[src/rtl/shared_alu_arbiter.sv]
// ============================================================================
// Module   : shared_alu_arbiter
// Purpose  : Two-requester round-robin front end for one shared arithmetic
//            unit (SUB, MUL, and optionally an iterative DIV/MOD).
// Revision : 1.0 - initial release
// ----------------------------------------------------------------------------
// Ports
//   clk                      sole clock, rising edge
//   rst                      asynchronous active-high reset
//   reqN_valid/op/a/b        requester N operation (op: 0 SUB 1 MUL 2 DIV 3 MOD)
//   reqN_ready               combinational accept strobe (IDLE only)
//   rsp_valid                one-cycle result strobe, no back-pressure
//   rsp_id                   requester that owns the response
//   rsp_result               WIDTH-bit result
//   rsp_err                  divide-by-zero / unsupported-op flag
// Configuration
//   SHARED_ALU_DIVMOD_EN     when defined, builds the restoring divider and the
//                            BUSY state; otherwise DIV/MOD answer rsp_err=1,
//                            rsp_result=0 one cycle after acceptance.
// ============================================================================
`default_nettype none

module shared_alu_arbiter #(
  parameter int WIDTH = 8
) (
  input  logic             clk,
  input  logic             rst,
  input  logic             req0_valid,
  input  logic [1:0]       req0_op,
  input  logic [WIDTH-1:0] req0_a,
  input  logic [WIDTH-1:0] req0_b,
  input  logic             req1_valid,
  input  logic [1:0]       req1_op,
  input  logic [WIDTH-1:0] req1_a,
  input  logic [WIDTH-1:0] req1_b,
  output logic             req0_ready,
  output logic             req1_ready,
  output logic             rsp_valid,
  output logic             rsp_id,
  output logic [WIDTH-1:0] rsp_result,
  output logic             rsp_err
);

  localparam logic [1:0] OP_SUB = 2'd0;
  localparam logic [1:0] OP_MUL = 2'd1;
  localparam logic [1:0] OP_DIV = 2'd2;

`ifdef SHARED_ALU_DIVMOD_EN
  typedef enum logic [1:0] {S_IDLE = 2'd0, S_BUSY = 2'd1, S_RESP = 2'd2} state_t;
  localparam int CNT_W = (WIDTH > 1) ? $clog2(WIDTH) : 1;
`else
  typedef enum logic [1:0] {S_IDLE = 2'd0, S_RESP = 2'd2} state_t;
`endif

  state_t           state_q;
  logic             prio_q;        // requester currently holding priority
  logic             rsp_valid_q;
  logic             rsp_id_q;
  logic [WIDTH-1:0] rsp_result_q;
  logic             rsp_err_q;

  // --------------------------------------------------------------------------
  // Round-robin arbitration. A requester that drops valid before being
  // granted simply never wins, so it cannot disturb the priority pointer.
  // --------------------------------------------------------------------------
  logic             grant0;
  logic             grant1;
  logic             accept_ok;
  logic             sel_id;
  logic [1:0]       sel_op;
  logic [WIDTH-1:0] sel_a;
  logic [WIDTH-1:0] sel_b;
  logic [WIDTH-1:0] sub_res;
  logic [WIDTH-1:0] mul_res;

  always_comb begin
    grant0  = req0_valid && (!prio_q || !req1_valid);
    grant1  = req1_valid && ( prio_q || !req0_valid);
    sel_id  = grant1;
    sel_op  = grant1 ? req1_op : req0_op;
    sel_a   = grant1 ? req1_a  : req0_a;
    sel_b   = grant1 ? req1_b  : req0_b;
    // Result width equals operand width, so only the low WIDTH bits survive.
    sub_res = sel_a - sel_b;
    mul_res = sel_a * sel_b;
  end

  assign accept_ok  = (state_q == S_IDLE) && !rst;
  assign req0_ready = accept_ok && grant0;
  assign req1_ready = accept_ok && grant1;

`ifdef SHARED_ALU_DIVMOD_EN
  // --------------------------------------------------------------------------
  // Restoring divider: one quotient bit per cycle, MSB first. The dividend is
  // shifted out of the quotient register while quotient bits shift in.
  // --------------------------------------------------------------------------
  logic [WIDTH-1:0] div_rem_q;
  logic [WIDTH-1:0] div_quo_q;
  logic [WIDTH-1:0] div_dvs_q;
  logic [CNT_W-1:0] div_cnt_q;
  logic             div_mod_q;     // 1: MOD, 0: DIV
  logic [WIDTH-1:0] div_rem_d;
  logic [WIDTH-1:0] div_quo_d;
  logic [WIDTH:0]   div_shift;
  logic [WIDTH:0]   div_trial;

  always_comb begin
    div_shift = {div_rem_q, div_quo_q[WIDTH-1]};
    div_trial = div_shift - {1'b0, div_dvs_q};
    // Bit WIDTH of the trial difference is set exactly when it went negative.
    if (!div_trial[WIDTH]) begin
      div_rem_d = div_trial[WIDTH-1:0];
    end else begin
      div_rem_d = div_shift[WIDTH-1:0];
    end
    div_quo_d = {div_quo_q[WIDTH-2:0], ~div_trial[WIDTH]};
  end
`endif

  // --------------------------------------------------------------------------
  // Control FSM with registered response outputs.
  // --------------------------------------------------------------------------
  always_ff @(posedge clk or posedge rst) begin
    if (rst) begin
      state_q      <= S_IDLE;
      prio_q       <= 1'b0;
      rsp_valid_q  <= 1'b0;
      rsp_id_q     <= 1'b0;
      rsp_result_q <= '0;
      rsp_err_q    <= 1'b0;
`ifdef SHARED_ALU_DIVMOD_EN
      div_rem_q    <= '0;
      div_quo_q    <= '0;
      div_dvs_q    <= '0;
      div_cnt_q    <= '0;
      div_mod_q    <= 1'b0;
`endif
    end else begin
      case (state_q)
        S_IDLE: begin
          rsp_valid_q <= 1'b0;
          if (grant0 || grant1) begin
            prio_q   <= ~sel_id;
            rsp_id_q <= sel_id;
            case (sel_op)
              OP_SUB: begin
                rsp_result_q <= sub_res;
                rsp_err_q    <= 1'b0;
                rsp_valid_q  <= 1'b1;
                state_q      <= S_RESP;
              end
              OP_MUL: begin
                rsp_result_q <= mul_res;
                rsp_err_q    <= 1'b0;
                rsp_valid_q  <= 1'b1;
                state_q      <= S_RESP;
              end
              default: begin
`ifdef SHARED_ALU_DIVMOD_EN
                if (sel_b == '0) begin
                  // Divide by zero: all ones for DIV, dividend for MOD.
                  rsp_result_q <= (sel_op == OP_DIV) ? '1 : sel_a;
                  rsp_err_q    <= 1'b1;
                  rsp_valid_q  <= 1'b1;
                  state_q      <= S_RESP;
                end else begin
                  div_rem_q <= '0;
                  div_quo_q <= sel_a;
                  div_dvs_q <= sel_b;
                  div_cnt_q <= '0;
                  div_mod_q <= sel_op[0];
                  state_q   <= S_BUSY;
                end
`else
                rsp_result_q <= '0;
                rsp_err_q    <= 1'b1;
                rsp_valid_q  <= 1'b1;
                state_q      <= S_RESP;
`endif
              end
            endcase
          end
        end
`ifdef SHARED_ALU_DIVMOD_EN
        S_BUSY: begin
          div_rem_q <= div_rem_d;
          div_quo_q <= div_quo_d;
          div_cnt_q <= div_cnt_q + CNT_W'(1);
          if (div_cnt_q == CNT_W'(WIDTH - 1)) begin
            rsp_result_q <= div_mod_q ? div_rem_d : div_quo_d;
            rsp_err_q    <= 1'b0;
            rsp_valid_q  <= 1'b1;
            state_q      <= S_RESP;
          end
        end
`endif
        S_RESP: begin
          rsp_valid_q <= 1'b0;
          state_q     <= S_IDLE;
        end
        default: begin
          rsp_valid_q <= 1'b0;
          state_q     <= S_IDLE;
        end
      endcase
    end
  end

  assign rsp_valid  = rsp_valid_q;
  assign rsp_id     = rsp_id_q;
  assign rsp_result = rsp_result_q;
  assign rsp_err    = rsp_err_q;

endmodule

`default_nettype wire

[config.mk]
export PLATFORM = sky130hd
export DESIGN_NAME = shared_alu_arbiter
export DESIGN_NICKNAME = d
export VERILOG_FILES = /design/src/rtl/shared_alu_arbiter.sv
export SDC_FILE = /design/constraint.sdc
export NUM_CORES = 1
export LEC_CHECK = 0
export CAP_MARGIN = 15
export CORE_MARGIN = 4
export CORE_UTILIZATION = 47
export CTS_BUF_LIST = sky130_fd_sc_hd__clkbuf_4 sky130_fd_sc_hd__clkbuf_8
export CTS_CLUSTER_SIZE = 16
export DETAILED_ROUTE_END_ITERATION = 8
export PLACE_DENSITY_LB_ADDON = 0.2
export SLEW_MARGIN = 20
export SYNTH_ARGS = -nofsm -noshare
export SYNTH_HDL_FRONTEND = slang
export SYNTH_SLANG_ARGS = --single-unit
[constraint.sdc]
create_clock -name clk -period 11.3 [get_ports clk]
set_clock_uncertainty 0.05 [all_clocks]
set_input_delay 2.26 -clock clk [delete_from_list [all_inputs] [get_ports clk]]
set_output_delay 2.26 -clock clk [all_outputs]
set_load 0.03 [all_outputs]
==> results of run 1 <==
==> power groups by stage <==
| stage | registers [W] | clock network, W | logic, W |
|---|---|---|---|
| finish | 0.0000666 | 0.0000427 | 0.000290 |
| detailed placement | 0.0000677 | 0 | 0.000290 |
| global route | 0.0000685 | 0.0000457 | 0.000327 |
| global placement | 0.0000672 | 0 | 0.000286 |
| CTS | 0.0000669 | 0.0000433 | 0.000292 |
| floorplan | 0.0000891 | 0 | 0.000185 |
==> cell families (layout without fill, tap and decap cells) <==
group | after synthesis | in the layout
buf+inv | 46 | 99
xor+xnor | 28 | 28
fa+ha+maj | 40 | 40
mux | 17 | 17
simple gates | 75 | 75
compound gates | 31 | 31
flops | 13 | 13
==> cells in the mapped netlist, types with 2 or more instances <==
| master | instances |
|---|---|
| sky130_fd_sc_hd__inv_1 | 43 |
| sky130_fd_sc_hd__nand2_1 | 30 |
| sky130_fd_sc_hd__nor2_1 | 30 |
| sky130_fd_sc_hd__ha_1 | 27 |
| sky130_fd_sc_hd__xnor2_1 | 20 |
| sky130_fd_sc_hd__mux2i_1 | 15 |
| sky130_fd_sc_hd__dfrtp_1 | 13 |
| sky130_fd_sc_hd__fa_1 | 13 |
| sky130_fd_sc_hd__xor2_1 | 8 |
| sky130_fd_sc_hd__a21oi_1 | 7 |
| sky130_fd_sc_hd__o21ai_0 | 6 |
| sky130_fd_sc_hd__nand2b_1 | 5 |
| sky130_fd_sc_hd__a221oi_1 | 4 |
| sky130_fd_sc_hd__or2_2 | 4 |
| sky130_fd_sc_hd__a21o_1 | 2 |
| sky130_fd_sc_hd__mux2_2 | 2 |
| sky130_fd_sc_hd__nor3_1 | 2 |
| sky130_fd_sc_hd__o21bai_1 | 2 |
==> flip-flops by register name (all words and copies together) (netlist names) <==
register and flops:
rsp_result 8, state_q 1, prio_q 1, rsp_id 1, rsp_valid 1, rsp_err 1
==> area by class of cell <==
class	count	area, µm²	share of cell area, %
Clock buffer	4	48.80	1.824
Inverter	43	161.4	6.034
Multi-Input combinational cell	191	1556	58.19
Sequential cell	13	325.3	12.16
Tap cell	50	62.56	2.339
Timing Repair Buffer	52	520.5	19.46
==> path summary, 6_finish.rpt <==
check	cells after the start	to	start
setup / recovery	18	rsp_result[7]	req0_valid
hold / removal	2	rsp_err	rsp_err
setup reg to reg	16	rsp_result[7]	prio_q
hold reg to reg	2	rsp_err	rsp_err
max in group asynchronous	2	rsp_err	rst
min in group asynchronous	2	rsp_result[2]	rst
==> stage by stage <==
| stage | instances | power (W) | cell area (µm²) |
|---|---|---|---|
| finish | 353 | 0.0003993 | 2675 |
| global route | 353 | 0.0004416 | 2675 |
| CTS | 353 | 0.0004021 | 2675 |
| detailed placement | 349 | 0.0003580 | 2626 |
| global placement | 349 | 0.0003529 | 2626 |
| floorplan | 250 | 0.0002738 | 2066 |
==> critical path, delay by kind of cell <==
family	cells	cell delay (ps)
compound gates	3	930
xor+xnor	3	510
fa+ha+maj	5	2330
buf+inv	5	710
mux	1	370
simple gates	1	400
==> layer usage <==
metal,up-vias,track usage [%],share of wire (%)
li1,913,-,-
met1,783,25.06,44
met2,41,34.06,50
met3,11,1.622,4.2
met4,0,5.534,2.3
met5,-,0,0
==> flow_summary.html, run 1 <==
<table>
<tr><th>Metric</th><th>Value</th></tr>
<tr><th colspan="2">Route</th></tr>
<tr><td>Remaining number of nets flagged by the antenna check after routing</td><td>0</td></tr>
<tr><td>Drt pass-1 iters</td><td>4</td></tr>
<tr><td>DRC errors left</td><td>0</td></tr>
<tr><td>Total via count after detailed routing</td><td>1748</td></tr>
<tr><td>Routed wire length per instance</td><td>14.04 µm</td></tr>
<tr><td>Aggregate routed wire length</td><td>4955 µm</td></tr>
<tr><td>Violation count after the first detailed-routing iteration</td><td>55</td></tr>
<tr><td>Vias/cell</td><td>between 4 and 5</td></tr>
<tr><th colspan="2">Place</th></tr>
<tr><td>Count of port buffers added during placement</td><td>52</td></tr>
<tr><td>Weighted congestion at the end of routability-driven global placement</td><td>0.8207</td></tr>
<tr><td>Estimated wirelength of the detail-placed design</td><td>roughly 4400 µm</td></tr>
<tr><td>Worst setup timing slack at the placement stage</td><td>3619 ps</td></tr>
<tr><th colspan="2">Clock network</th></tr>
<tr><td>Cts-stage hold buffer count</td><td>0</td></tr>
<tr><td>Post-CTS Setup Inserts</td><td>0</td></tr>
<tr><td>Cts bufs inserted</td><td>3</td></tr>
<tr><td>Clock transition at path regs</td><td>50 ps</td></tr>
<tr><td>CTS tree</td><td>built</td></tr>
<tr><td>Maximum level of the CTS H-tree</td><td>1</td></tr>
<tr><td>Buffer levels on the longest clock path</td><td>2</td></tr>
<tr><td>Number of sinks driven by the clock tree</td><td>13</td></tr>
<tr><td>Resized Gates After CTS</td><td>0</td></tr>
<tr><td>Root cell of the clock tree</td><td>sky130_fd_sc_hd__clkbuf_8</td></tr>
<tr><td>Insertion delay to the later sink of the worst-skew pair</td><td>240 ps</td></tr>
<tr><th colspan="2">Layout</th></tr>
<tr><td>Commonest non-fill, non-tap cell in the layout</td><td>sky130_fd_sc_hd__clkdlybuf4s50_1</td></tr>
<tr><td>Number of nets in the final layout</td><td>384</td></tr>
<tr><td>Diodes inserted</td><td>0</td></tr>
<tr><td>Synthesis-to-layout area growth</td><td>29.50%</td></tr>
<tr><td>Most frequent cells in the layout</td><td>sky130_fd_sc_hd__clkdlybuf4s50_1 (52), sky130_fd_sc_hd__inv_1 (43), sky130_fd_sc_hd__nor2_1 (30), sky130_fd_sc_hd__nand2_1 (30), sky130_fd_sc_hd__ha_1 (27)</td></tr>
<tr><td>Number of fill cells</td><td>384</td></tr>
<tr><td>End-of-flow core utilization</td><td>~65%</td></tr>
<tr><td>Fraction of layout instances using a drive strength above 1</td><td>3.960%</td></tr>
<tr><th colspan="2">Global route</th></tr>
<tr><td>Initial antenna violation count</td><td>0</td></tr>
<tr><td>Global-route wire length before repair</td><td>between 8000 and 9000 µm</td></tr>
<tr><td>Largest net degree at the start of global routing</td><td>26</td></tr>
<tr><td>GRT Residual Overflow</td><td>0</td></tr>
<tr><td>Number of global-route vias before repair</td><td>1856</td></tr>
<tr><td>GRT Overall Usage</td><td>19.24%</td></tr>
<tr><th colspan="2">Floorplan</th></tr>
<tr><td>Total Die Area</td><td>between 5000 and 6000 µm²</td></tr>
<tr><td>Placement row count</td><td>23</td></tr>
<tr><td>Placeable core area</td><td>4115 µm²</td></tr>
<tr><td>Initial core utilization</td><td>50.20%</td></tr>
<tr><td>Chip Width</td><td>74.30 µm</td></tr>
<tr><td>Number of top-level pins</td><td>53</td></tr>
<tr><td>Die Ht</td><td>74.30 µm</td></tr>
<tr><th colspan="2">Yosys</th></tr>
<tr><td>Dominant register cell in the synthesized netlist</td><td>sky130_fd_sc_hd__dfrtp_1</td></tr>
<tr><td>Simple-Gate Fraction of Synth Area</td><td>15.38%</td></tr>
<tr><td>Post-synthesis cell area</td><td>between 2000 and 2500 µm²</td></tr>
<tr><td>Post-synthesis sequential area ratio</td><td>between 10% and 20%</td></tr>
<tr><td>Share of the synthesized area in compound gates (AO/OA/AOI/OAI)</td><td>10.78%</td></tr>
<tr><td>Synthesized instance count</td><td>250</td></tr>
<tr><td>Xor/xnor cell area share of the yosys netlist</td><td>11.87%</td></tr>
<tr><td>Post-synthesis cell type count</td><td>35</td></tr>
<tr><td>Fraction of the mapped netlist area in adder cells</td><td>28.95%</td></tr>
<tr><td>Number of flops mapped to enable cells by yosys</td><td>0</td></tr>
<tr><td>Combinational family with the most area after synthesis</td><td>adder cells</td></tr>
<tr><td>Mapped Nets</td><td>330</td></tr>
<tr><td>Synthesized area divided by synthesized cell count</td><td>between 8 and 9 µm²</td></tr>
<tr><td>Area share of the largest cell type after synthesis</td><td>16.35%</td></tr>
<tr><td>Fraction of synthesis flops using an asynchronous set or reset pin</td><td>100.0%</td></tr>
<tr><td>Synthesis-stage register bit count</td><td>13</td></tr>
<tr><td>Dominant cell type by area after synthesis</td><td>sky130_fd_sc_hd__ha_1</td></tr>
<tr><td>Multiplexer fraction of the synthesized cell area</td><td>between 8 and 9%</td></tr>
<tr><td>Synth Warn #</td><td>0</td></tr>
<tr><td>Cell types occupying the most area after synthesis</td><td>sky130_fd_sc_hd__ha_1 (16%), sky130_fd_sc_hd__dfrtp_1 (16%), sky130_fd_sc_hd__fa_1 (13%), sky130_fd_sc_hd__xnor2_1 (8.5%), sky130_fd_sc_hd__inv_1 (7.8%)</td></tr>
<tr><th colspan="2">Pwr</th></tr>
<tr><td>Share of power burned in combinational logic</td><td>72.6%</td></tr>
<tr><td>P per Cell Area</td><td>149.3 nW/µm²</td></tr>
<tr><td>Switching Power</td><td>0.0001832 W</td></tr>
<tr><td>Max IR drop VDD</td><td>about 0.00011 V</td></tr>
<tr><td>Part of the power in the clock network</td><td>10.7%</td></tr>
<tr><td>Leak</td><td>1.319 nW</td></tr>
<tr><td>Net Sw Frac</td><td>between 40 and 50%</td></tr>
<tr><td>Sequential group share of total power</td><td>16.7%</td></tr>
<tr><td>Internal power summed over all cells</td><td>0.0002162 W</td></tr>
<tr><th colspan="2">Timing</th></tr>
<tr><td>Final critical delay including setup and external delays</td><td>around 7400 ps</td></tr>
<tr><td>Maximum clock rate</td><td>134.5 MHz</td></tr>
<tr><td>Total of endpoints with negative setup slack in the final report</td><td>0</td></tr>
<tr><td>Worst-case headroom to the max-slew limit</td><td>42.00%</td></tr>
<tr><td>Final clock period utilization by the worst path</td><td>approximately two thirds</td></tr>
<tr><td>Post-route setup slack</td><td>between 3000 and 4000 ps</td></tr>
<tr><td>Measured slew at the worst slew-check pin</td><td>845.9 ps</td></tr>
<tr><td>Final hold vios</td><td>0</td></tr>
<tr><td>Setup TNS</td><td>0 ps</td></tr>
<tr><td>Max-slew violation total from the final report</td><td>0</td></tr>
<tr><td>Worst hold margin</td><td>between 400 and 500 ps</td></tr>
<tr><td>Setup repair after global routing missed its margin</td><td>no</td></tr>
<tr><th colspan="2">Worst setup path</th></tr>
<tr><td>CP peak stage delay</td><td>660 ps</td></tr>
<tr><td>Data required time at the worst endpoint</td><td>between 10000 and 15000 ps</td></tr>
<tr><td>Worst-path cell with the longest stage delay</td><td>sky130_fd_sc_hd__o21ai_4</td></tr>
<tr><td>Critical path startpoint category</td><td>input port</td></tr>
<tr><td>Data arrival time of the critical path</td><td>7500 ps</td></tr>
<tr><td>Critical Setup Path Class</td><td>in -&gt; reg</td></tr>
<tr><td>Sort of element at the end of the critical path</td><td>flop</td></tr>
<tr><td>Highest fanout seen on the critical path</td><td>25</td></tr>
<tr><td>CP Cell Sequence</td><td>clkdlybuf4s50_1 &gt; inv_1 &gt; o21ai_4 &gt; mux2i_1 &gt; or2_2 &gt; fa_1 &gt; fa_1 &gt; inv_1 &gt; fa_1 &gt; inv_1 &gt; fa_1 &gt; inv_1 &gt; ha_1 &gt; a21oi_1 &gt; xor2_1 &gt; xnor2_1 &gt; xor2_1 &gt; o211ai_1</td></tr>
<tr><td>Worst R2R Setup Slack</td><td>approximately 6000 ps</td></tr>
<tr><th colspan="2">Status</th></tr>
<tr><td>Status</td><td>completed</td></tr>
<tr><th colspan="2">Run</th></tr>
<tr><td>Number of maximum-capacitance violations</td><td>0</td></tr>
<tr><th colspan="2">Worst hold path</th></tr>
<tr><td>Class of the most critical hold timing path</td><td>reg -&gt; reg</td></tr>
</table>
(Power assumes the default switching activity.)
==> run 2, diff against run 1 <==
==> constraint.sdc (replaced) <==
create_clock -name clk -period 7.1 [get_ports clk]
set_clock_uncertainty 0.05 [all_clocks]
set_input_delay 1.42 -clock clk [delete_from_list [all_inputs] [get_ports clk]]
set_output_delay 1.42 -clock clk [all_outputs]
set_load 0.03 [all_outputs]
==> flow_summary.html, run 2 (synthesis results as in run 1) <==
<table>
<tr><th>Metric</th><th>Value</th></tr>
<tr><th colspan="2">Clock network</th></tr>
<tr><td>Cts-stage hold buffer count</td><td>0 (unchanged)</td></tr>
<tr><td>Post-CTS Setup Inserts</td><td>0 (unchanged)</td></tr>
<tr><td>Clock transition at path regs</td><td>50 ps (about the same)</td></tr>
<tr><td>Resized Gates After CTS</td><td>0 (unchanged)</td></tr>
<tr><td>Cts bufs inserted</td><td>3 (unchanged)</td></tr>
<tr><td>Number of sinks driven by the clock tree</td><td>13 (unchanged)</td></tr>
<tr><td>CTS tree</td><td>built</td></tr>
<tr><td>Maximum level of the CTS H-tree</td><td>1 (unchanged)</td></tr>
<tr><td>Insertion delay to the later sink of the worst-skew pair</td><td>240 ps (about the same)</td></tr>
<tr><td>Root cell of the clock tree</td><td>sky130_fd_sc_hd__clkbuf_8</td></tr>
<tr><td>Buffer levels on the longest clock path</td><td>2 (unchanged)</td></tr>
<tr><th colspan="2">Timing</th></tr>
<tr><td>Measured slew at the worst slew-check pin</td><td>666.1 ps (-179.7 ps)</td></tr>
<tr><td>Setup TNS</td><td>0 ps (unchanged)</td></tr>
<tr><td>Final critical delay including setup and external delays</td><td>6367 ps</td></tr>
<tr><td>Total of endpoints with negative setup slack in the final report</td><td>0 (unchanged)</td></tr>
<tr><td>Post-route setup slack</td><td>733.4 ps (-3133 ps)</td></tr>
<tr><td>Max-slew violation total from the final report</td><td>0 (unchanged)</td></tr>
<tr><td>Setup repair after global routing missed its margin</td><td>no</td></tr>
<tr><td>Maximum clock rate</td><td>157.1 MHz</td></tr>
<tr><td>Worst-case headroom to the max-slew limit</td><td>55.32% (+13 points)</td></tr>
<tr><td>Final hold vios</td><td>0 (unchanged)</td></tr>
<tr><td>Final clock period utilization by the worst path</td><td>89.67%</td></tr>
<tr><th colspan="2">Route</th></tr>
<tr><td>Drt pass-1 iters</td><td>4 (unchanged)</td></tr>
<tr><td>Violation count after the first detailed-routing iteration</td><td>106 (+93%)</td></tr>
<tr><td>DRC errors left</td><td>0 (unchanged)</td></tr>
<tr><td>Vias/cell</td><td>5.025 (+1.5%)</td></tr>
<tr><td>Routed wire length per instance</td><td>14.22 µm (+1.3%)</td></tr>
<tr><td>Aggregate routed wire length</td><td>5089 µm (+2.7%)</td></tr>
<tr><td>Total via count after detailed routing</td><td>1799 (+2.9%)</td></tr>
<tr><td>Remaining number of nets flagged by the antenna check after routing</td><td>0 (unchanged)</td></tr>
<tr><th colspan="2">Run</th></tr>
<tr><td>Number of maximum-capacitance violations</td><td>0 (unchanged)</td></tr>
<tr><th colspan="2">Layout</th></tr>
<tr><td>Synthesis-to-layout area growth</td><td>31.31%</td></tr>
<tr><td>Commonest non-fill, non-tap cell in the layout</td><td>sky130_fd_sc_hd__clkdlybuf4s50_1</td></tr>
<tr><td>Fraction of layout instances using a drive strength above 1</td><td>5.519% (+1.6 points)</td></tr>
<tr><td>Most frequent cells in the layout</td><td>sky130_fd_sc_hd__clkdlybuf4s50_1 (52), sky130_fd_sc_hd__inv_1 (43), sky130_fd_sc_hd__nor2_1 (30), sky130_fd_sc_hd__nand2_1 (30), sky130_fd_sc_hd__ha_1 (27)</td></tr>
<tr><td>Diodes inserted</td><td>0 (unchanged)</td></tr>
<tr><td>Max reg flops</td><td>8 (unchanged)</td></tr>
<tr><td>Number of nets in the final layout</td><td>389 (+1.3%)</td></tr>
<tr><th colspan="2">Global route</th></tr>
<tr><td>Largest net degree at the start of global routing</td><td>16 (-38%)</td></tr>
<tr><td>Global-route wire length before repair</td><td>8445 µm (+1.4%)</td></tr>
<tr><td>Initial antenna violation count</td><td>0 (unchanged)</td></tr>
<tr><td>Number of global-route vias before repair</td><td>1903 (+2.5%)</td></tr>
<tr><td>GRT Overall Usage</td><td>19.90% (+0.66 points)</td></tr>
<tr><td>GRT Residual Overflow</td><td>0 (unchanged)</td></tr>
<tr><th colspan="2">Pwr</th></tr>
<tr><td>Leak</td><td>1.343 nW (+1.8%)</td></tr>
<tr><td>Max IR drop VDD</td><td>0.0001469 V (+29%)</td></tr>
<tr><td>P per Cell Area</td><td>236.8 nW/µm² (+59%)</td></tr>
<tr><th colspan="2">Worst setup path</th></tr>
<tr><td>Data required time at the worst endpoint</td><td>7170 ps (-4190 ps)</td></tr>
<tr><td>Highest fanout seen on the critical path</td><td>15 (-40%)</td></tr>
<tr><td>Critical Setup Path Class</td><td>in -&gt; reg</td></tr>
<tr><td>Data arrival time of the critical path</td><td>6440 ps (-1060 ps)</td></tr>
<tr><td>Sort of element at the end of the critical path</td><td>flop</td></tr>
<tr><td>Critical path startpoint category</td><td>input port</td></tr>
<tr><th colspan="2">Floorplan</th></tr>
<tr><td>Chip Width</td><td>74.30 µm (unchanged)</td></tr>
<tr><td>Placeable core area</td><td>4115 µm² (unchanged)</td></tr>
<tr><td>Number of top-level pins</td><td>53 (unchanged)</td></tr>
<tr><td>Total Die Area</td><td>5520 µm² (unchanged)</td></tr>
<tr><td>Placement row count</td><td>23 (unchanged)</td></tr>
<tr><td>Initial core utilization</td><td>50.20% (unchanged)</td></tr>
<tr><td>Die Ht</td><td>74.30 µm (unchanged)</td></tr>
<tr><th colspan="2">Place</th></tr>
<tr><td>Weighted congestion at the end of routability-driven global placement</td><td>0.8782 (+7.0%)</td></tr>
<tr><td>Count of port buffers added during placement</td><td>52 (unchanged)</td></tr>
<tr><td>Estimated wirelength of the detail-placed design</td><td>4488 µm (+2.9%)</td></tr>
<tr><td>Worst setup timing slack at the placement stage</td><td>498.9 ps (-3120 ps)</td></tr>
<tr><th colspan="2">Worst hold path</th></tr>
<tr><td>Class of the most critical hold timing path</td><td>reg -&gt; reg</td></tr>
<tr><th colspan="2">Status</th></tr>
<tr><td>Status</td><td>completed</td></tr>
</table>
## run 2: cell count changes in the layout (fill, tap and decap cells not counted), sizes merged
cell	change
buf	+5
## run 2: final timing paths
kind | start | cells after the start | to | slack [ps]
max | req0_valid | 21 | rsp_result[7] | 730
min | rsp_result[2] | 2 | rsp_result[2] | 440
max reg2reg | prio_q | 19 | rsp_result[7] | 2030
min reg2reg | rsp_result[2] | 2 | rsp_result[2] | 440
max in group asynchronous | rst | 2 | rsp_valid | 5180
min in group asynchronous | rst | 2 | prio_q | 1490
## run 2: critical path, cell delays in order
cell	delay [ps]
sky130_fd_sc_hd__clkdlybuf4s50_1	480
sky130_fd_sc_hd__inv_1	90
sky130_fd_sc_hd__o21ai_4	400
sky130_fd_sc_hd__buf_4	260
sky130_fd_sc_hd__mux2i_1	370
sky130_fd_sc_hd__inv_1	130
sky130_fd_sc_hd__ha_1	200
sky130_fd_sc_hd__inv_1	80
sky130_fd_sc_hd__fa_1	430
sky130_fd_sc_hd__inv_1	70
sky130_fd_sc_hd__ha_1	240
sky130_fd_sc_hd__fa_1	540
sky130_fd_sc_hd__inv_1	60
sky130_fd_sc_hd__fa_1	530
sky130_fd_sc_hd__inv_1	50
sky130_fd_sc_hd__ha_1	310
sky130_fd_sc_hd__a21oi_1	160
sky130_fd_sc_hd__xor2_1	190
sky130_fd_sc_hd__xnor2_1	160
sky130_fd_sc_hd__xor2_1	170
sky130_fd_sc_hd__o211ai_1	90
## run 2: area by class of cell
cell class,instances,area (µm²)
clock buffers,4,48.80
fillers,385,1403
inverters,43,161.4
multi-input cells,191,1556
flip-flops and latches,13,325.3
well taps,50,62.56
repair buffers,57,558.0
## run 2: metal layers
layer  wire, µm  track usage (%)  share of wire (%)
met2       2634            35.43                 52
met4         83            6.522                1.6
met3        204            1.757                4.0
met1       2166            25.35                 43
met5          0                0                  0
## run 2: power breakdown
| group | internal, W | switching, W |
|---|---|---|
| Clock | 0.0000434 | 0.0000257 |
| Combinational | 0.000211 | 0.000255 |
| Sequential | 0.0000940 | 0.0000123 |
## run 2: stage by stage
stage                     hold slack [ps]  total power, W  area (µm²)  std cells  utilization, %
after floorplan                     462.2       0.0004357        2066        250               -
after global placement              420.5       0.0005638        2664        354           64.73
after detailed placement            434.0       0.0005771        2664        354           64.73
after CTS                           445.8       0.0006509        2713        358           65.92
after global routing                491.2       0.0007152        2713        358           65.92
final                               440.0       0.0006423        2713        358           65.92
